--- src/rtl/pipe_stage_elastic.sv ---
// Elastic pipeline register for one stage boundary.
// Carries an opaque control bundle and data bundle behind a valid/ready
// handshake, with a two-entry skid buffer so the upstream ready never
// depends combinationally on the downstream ready. The stage also supports
// freeze (stall from the hazard unit), flush (kill from the branch unit) and
// a saturating counter of the valid entries that flushes discarded.
module pipe_stage_elastic #(
  parameter int CTRL_W   = 8,
  parameter int DATA_W   = 64,
  parameter int CLR_DATA = 0,
  parameter int CNT_W    = 16
) (
  input  logic              clk,
  input  logic              rst,
  input  logic              in_valid,
  output logic              in_ready,
  input  logic [CTRL_W-1:0] in_ctrl,
  input  logic [DATA_W-1:0] in_data,
  output logic              out_valid,
  input  logic              out_ready,
  output logic [CTRL_W-1:0] out_ctrl,
  output logic [DATA_W-1:0] out_data,
  input  logic              freeze,
  input  logic              flush,
  output logic [1:0]        occupancy,
  output logic [CNT_W-1:0]  kill_cnt
);

  // The state encoding doubles as the entry count.
  typedef enum logic [1:0] {
    ST_EMPTY = 2'd0,
    ST_ONE   = 2'd1,
    ST_FULL  = 2'd2
  } state_e;

  localparam logic [CNT_W-1:0] CNT_SAT = '1;

  state_e            state_q, state_d;
  logic [CTRL_W-1:0] main_ctrl_q, main_ctrl_d;
  logic [DATA_W-1:0] main_data_q, main_data_d;
  logic [CTRL_W-1:0] skid_ctrl_q, skid_ctrl_d;
  logic [DATA_W-1:0] skid_data_q, skid_data_d;
  logic [CNT_W-1:0]  kill_cnt_q, kill_cnt_d;
  logic [CNT_W:0]    kill_sum;
  logic              acc;
  logic              con;

  // Handshake decode: accept only with a free skid slot and no stall or kill.
  always_comb begin
    out_valid = (state_q != ST_EMPTY);
    in_ready  = (state_q != ST_FULL) & ~freeze & ~flush;
    acc       = in_valid & in_ready;
    con       = out_valid & out_ready & ~freeze;
    occupancy = state_q;
    out_ctrl  = main_ctrl_q;
    out_data  = main_data_q;
    kill_cnt  = kill_cnt_q;
  end

  // Next-state logic; flush overrides the handshake and freeze.
  always_comb begin
    state_d     = state_q;
    main_ctrl_d = main_ctrl_q;
    main_data_d = main_data_q;
    skid_ctrl_d = skid_ctrl_q;
    skid_data_d = skid_data_q;
    kill_cnt_d  = kill_cnt_q;
    kill_sum    = {1'b0, kill_cnt_q} + (CNT_W+1)'(occupancy);
    if (flush) begin
      state_d     = ST_EMPTY;
      main_ctrl_d = '0;
      if (CLR_DATA != 0) begin
        main_data_d = '0;
      end
      if (kill_sum > {1'b0, CNT_SAT}) begin
        kill_cnt_d = CNT_SAT;
      end else begin
        kill_cnt_d = kill_sum[CNT_W-1:0];
      end
    end else begin
      case (state_q)
        ST_EMPTY: begin
          if (acc) begin
            state_d     = ST_ONE;
            main_ctrl_d = in_ctrl;
            main_data_d = in_data;
          end
        end
        ST_ONE: begin
          if (acc && con) begin
            main_ctrl_d = in_ctrl;
            main_data_d = in_data;
          end else if (acc) begin
            state_d     = ST_FULL;
            skid_ctrl_d = in_ctrl;
            skid_data_d = in_data;
          end else if (con) begin
            state_d = ST_EMPTY;
          end
        end
        ST_FULL: begin
          if (con) begin
            state_d     = ST_ONE;
            main_ctrl_d = skid_ctrl_q;
            main_data_d = skid_data_q;
          end
        end
        default: begin
          state_d = ST_EMPTY;
        end
      endcase
    end
  end

  // State registers; reset drops every held entry immediately.
  always_ff @(posedge clk or negedge rst) begin
    if (!rst) begin
      state_q     <= ST_EMPTY;
      main_ctrl_q <= '0;
      main_data_q <= '0;
      skid_ctrl_q <= '0;
      skid_data_q <= '0;
      kill_cnt_q  <= '0;
    end else begin
      state_q     <= state_d;
      main_ctrl_q <= main_ctrl_d;
      main_data_q <= main_data_d;
      skid_ctrl_q <= skid_ctrl_d;
      skid_data_q <= skid_data_d;
      kill_cnt_q  <= kill_cnt_d;
    end
  end

endmodule

--- config.mk ---
export PLATFORM = sky130hd
export DESIGN_NAME = pipe_stage_elastic
export DESIGN_NICKNAME = d
export VERILOG_FILES = /design/src/rtl/pipe_stage_elastic.sv
export SDC_FILE = /design/constraint.sdc
export NUM_CORES = 1
export LEC_CHECK = 0
export ABC_AREA = 1
export CORE_MARGIN = 1
export CORE_UTILIZATION = 55
export CTS_CLUSTER_DIAMETER = 30
export DETAILED_ROUTE_END_ITERATION = 10
export DONT_BUFFER_PORTS = 1
export PLACE_DENSITY_LB_ADDON = 0.12
export SLEW_MARGIN = 20
export SYNTH_ARGS = -nofsm -noshare
export SYNTH_HDL_FRONTEND = slang
export SYNTH_SLANG_ARGS = --single-unit
--- constraint.sdc ---
create_clock -name clk -period 2.3 [get_ports clk]
set_input_delay 0.345 -clock clk [delete_from_list [all_inputs] [get_ports clk]]
set_output_delay 0.345 -clock clk [all_outputs]
set_load 0.02 [all_outputs]
==> impl_metrics.prom <==
# TYPE chip_impl_metric gauge
chip_impl_info{name="outcome",value="finished with violations"} 1
chip_impl_info{name="failed_checks",value="hold timing"} 1
chip_impl_metric{name="antenna_violating_nets_post_route",unit=""} 0
chip_impl_metric{name="worst_ep_required_time",unit="ns"} 2.64
chip_impl_metric{name="die_h",unit="µm"} 119.7
chip_impl_metric{name="area_of_combinational_cells_with_multiple_inputs",unit="µm²"} 2878
chip_impl_metric{name="gp_congestion",unit=""} 0.8067
chip_impl_info{name="cts_root_buf",value="clkbuf_16"} 1
chip_impl_info{name="min-delay-path-class",value="input port to asynchronous set/reset pin"} 1
chip_impl_metric{name="hold_ws",unit="ns"} -0.3776
chip_impl_metric{name="clock.fmax",unit="GHz"} 0.4808
chip_impl_metric{name="cts.clk_slew.worst_paths",unit="ns"} 0.06
chip_impl_metric{name="synth.top_cell.area_share",unit="%"} 53.18
chip_impl_metric{name="cts_buffer_depth",unit=""} 2
chip_impl_info{name="slowest_stage",value="fa_1"} 1
chip_impl_metric{name="post-cts-setup-buffer-count",unit=""} 0
chip_impl_metric{name="cts_max_level",unit=""} 4
chip_impl_info{name="path_cells",value="buf_4, ha_1, fa_1, nand2_1, nor2_1, nand2_1, inv_1, or2_2, a21oi_1"} 1
chip_impl_metric{name="post_synthesis_compound_gate_area_fraction",unit="%"} 18.01
chip_impl_metric{name="finalWorstPathRequiredPeriod",unit="ns"} 2.080
chip_impl_metric{name="timing.slew.headroom",unit="%"} 63.90
chip_impl_metric{name="finalWorstSetupSlack",unit="ns"} 0.2200
chip_impl_metric{name="grt_start_max_net_pins",unit=""} 163
chip_impl_metric{name="detail_route.vias_per_cell",unit=""} 5.332
chip_impl_metric{name="muxShareOfSynthArea",unit="%"} 0
chip_impl_metric{name="slew_viol_final",unit=""} 0
chip_impl_metric{name="max-vdd-ir-drop",unit="V"} 0.0006175
chip_impl_metric{name="synthDistinctLibCells",unit=""} 31
chip_impl_metric{name="synth_edf_count",unit=""} 0
chip_impl_metric{name="timing.reg2reg.setup_slack",unit="ns"} 0.22
chip_impl_metric{name="rows",unit=""} 42
chip_impl_info{name="postSynth.topFlopCell",value="dfrtp_1"} 1
chip_impl_metric{name="first_global_vias",unit=""} 5096
chip_impl_metric{name="dpl_wire_length",unit="µm"} 10060
chip_impl_metric{name="wl_per_cell",unit="µm"} 14.68
chip_impl_metric{name="grt_pass1_wl",unit="µm"} 25150
chip_impl_metric{name="initial_core_util",unit="%"} 56.88
chip_impl_metric{name="timing.critical_path.arrival",unit="ns"} 2.42
chip_impl_metric{name="dieWidth",unit="µm"} 119.7
chip_impl_info{name="crit_start",value="occupancy[0]"} 1
chip_impl_metric{name="fin_setup_tns",unit="ns"} 0
chip_impl_metric{name="drv_cap",unit=""} 0
chip_impl_metric{name="total_leakage_power",unit="nW"} 4.269
chip_impl_info{name="worstSetupStartpointType",value="flop"} 1
chip_impl_metric{name="clkSinkCount",unit=""} 162
chip_impl_metric{name="grt_usage",unit="%"} 22.30
chip_impl_metric{name="crit_buf_inv",unit=""} 2
chip_impl_info{name="critPathTopFamily",value="adder cells"} 1
chip_impl_metric{name="xor_xnor_share_of_the_synthesized_area",unit="%"} 0.5745
chip_impl_metric{name="globalRoute.totalOverflow",unit=""} 0
chip_impl_metric{name="clock_skew",unit="ns"} 0.006139
chip_impl_info{name="worstReg2RegStart",value="occupancy[0]"} 1
chip_impl_metric{name="fillerInstances",unit=""} 1183
chip_impl_metric{name="max_slew.worst_pin.slew",unit="ns"} 0.5415
chip_impl_metric{name="setup-violations-final",unit=""} 0
chip_impl_info{name="most_numerous_cell_in_the_yosys_netlist",value="nand2_1"} 1
chip_impl_metric{name="post_synth_fa_ha_maj_area_fraction",unit="%"} 1.248
chip_impl_metric{name="ys_seq_area_share",unit="%"} 53.18
chip_impl_metric{name="power.density_cell_area",unit="nW/µm²"} 1335
chip_impl_metric{name="synthSimpleGateAreaFrac",unit="%"} 17.65
chip_impl_metric{name="worstRegToRegCells",unit=""} 9
chip_impl_metric{name="postSynth.asyncResetShare",unit="%"} 100.0
chip_impl_metric{name="mappedNetlistArea",unit="µm²"} 7622
chip_impl_info{name="r2r_end",value="kill_cnt[6]"} 1
chip_impl_info{name="grt_setup_unrepaired",value="no"} 1
chip_impl_info{name="netlist_top_cells_area",value="dfrtp_1, nand2_1, o21ai_0"} 1
chip_impl_metric{name="synth_cells",unit=""} 873
chip_impl_metric{name="post_route_cells_drive_above_1_share",unit="%"} 13.08
chip_impl_metric{name="timing.final.crit_share",unit="%"} 90.43
chip_impl_info{name="cp_common_cell",value="nand2_1"} 1
chip_impl_metric{name="worst-path-max-fanout",unit=""} 5
chip_impl_metric{name="cts_inserted_buffers",unit=""} 17
chip_impl_info{name="cp-end-kind",value="flop"} 1
chip_impl_metric{name="yosys_warnings",unit=""} 0
chip_impl_metric{name="initial_antenna_violation_count",unit=""} 0
chip_impl_metric{name="boundaryPins",unit=""} 170
chip_impl_metric{name="post-place-ws",unit="ns"} 0.1711
chip_impl_metric{name="detail_route.wirelength",unit="µm"} 15260
chip_impl_metric{name="layout.nets",unit=""} 939
chip_impl_info{name="netlist.top_cell.by_area",value="dfrtp_1"} 1
chip_impl_metric{name="seqCellArea",unit="µm²"} 4054
chip_impl_metric{name="cpPeakStageDelay",unit="ns"} 0.39
chip_impl_metric{name="route.detailed.drc",unit=""} 0
chip_impl_metric{name="synth.avg_cell_area",unit="µm²"} 8.731
chip_impl_info{name="synthTopCellsByCount",value="nand2_1, dfrtp_1, o21ai_0"} 1
chip_impl_info{name="tritoncts",value="yes"} 1
chip_impl_metric{name="mappedNetlistNets",unit=""} 958
chip_impl_metric{name="synth_seq_cells",unit=""} 162
chip_impl_metric{name="fp.dieArea",unit="µm²"} 14330
chip_impl_metric{name="detailroute.via_count",unit=""} 5545
chip_impl_metric{name="syn2layout_area_growth",unit="%"} 8.076
chip_impl_metric{name="final-hold-violation-count",unit=""} 162
chip_impl_metric{name="drt_pre_antenna_iters",unit=""} 5
chip_impl_metric{name="buffer_ports.inserted",unit=""} 0
chip_impl_info{name="path_class",value="flop to flop"} 1
chip_impl_metric{name="first_iter_violations",unit=""} 414
chip_impl_info{name="largest_family_of_logic_cells_by_synthesized_area",value="compound AO/OA/AOI/OAI gates"} 1
chip_impl_metric{name="worst_skew_pair.late_latency",unit="ns"} 0.42
chip_impl_metric{name="diodes",unit=""} 0
chip_impl_metric{name="core_area",unit="µm²"} 13400
## routing by layer
metal	vias to the layer above	wire length, µm	GRT usage (%)
li1	2746	-	-
met4	0	433	10.63
met1	2589	6599	28.34
met2	175	6997	33.63
met5	-	0	0
met3	35	1231	8.365
## power breakdown
| group | internal [mW] | switching, mW |
|---|---|---|
| Clock | 1.67 | 1.06 |
| Combinational | 1.03 | 1.52 |
| Sequential | 4.11 | 1.61 |
| Total | 6.81 | 4.19 |
## layout make-up
class	count	share of cell area [%]
Clock inverter	5	0.9569
Timing Repair Buffer	12	1.853
Inverter	99	4.526
Tap cell	176	2.673
Multi-Input combinational cell	562	34.93
Sequential cell	162	49.21
Clock buffer	24	5.848
## cell families after synthesis
group | count (synthesis)
flops | 162
compound gates | 222
simple gates | 328
buf+inv | 149
xor+xnor | 5
fa+ha+maj | 7
## metrics by stage
stage	total power [mW]	utilization, %	area, µm²	std cells	hold WS, ns
after floorplan	7.739	-	7622	873	0.04941
after global placement	8.175	57.25	7672	1011	0.05297
after detailed placement	8.356	57.25	7672	1011	0.05277
after CTS	11.11	61.44	8233	1040	-0.3989
after global routing	11.70	61.48	8238	1040	-0.3990
final	11.00	61.48	8238	1040	-0.3776
## what timing repair did
action / CTS / global route
setup endpoints to repair: 0 / 6
hold endpoints to repair: 162 / 162
gates resized for setup: 0 / 1
## state kept, by name (all words and copies together), names as in the netlist
signal and count:
kill_cnt 16, occupancy 2, out_ctrl 8, out_data 64
skid_ctrl_q 8, skid_data_q 64
## how the worst max path moves through the flow
stage,depth (start not counted),slack (ns),to
after global placement,9,0.26,kill_cnt[10]
after global routing,10,0.1,out_data[45]
after detailed placement,9,0.17,kill_cnt[5]
after floorplan,9,0.24,skid_data_q[55]
final,9,0.22,kill_cnt[6]
after CTS,9,0.16,kill_cnt[5]
## layout by cell type (no fill, tap or decap), types with 6 or more instances in the layout
cell type / Yosys / routed
a21oi_1: 15 / 15
ha_1: 6 / 6
o21ai_2: 64 / 64
inv_1: 96 / 96
nand3_1: 22 / 21
nor2_1: 30 / 30
dfrtp_1: 162 / 162
buf_4: 6 / 7
a211oi_1: 8 / 8
clkbuf_16: 0 / 17
nand4_1: 10 / 10
nand2_1: 251 / 251
o21ai_0: 129 / 129
Power figures use the tool's default switching activity.
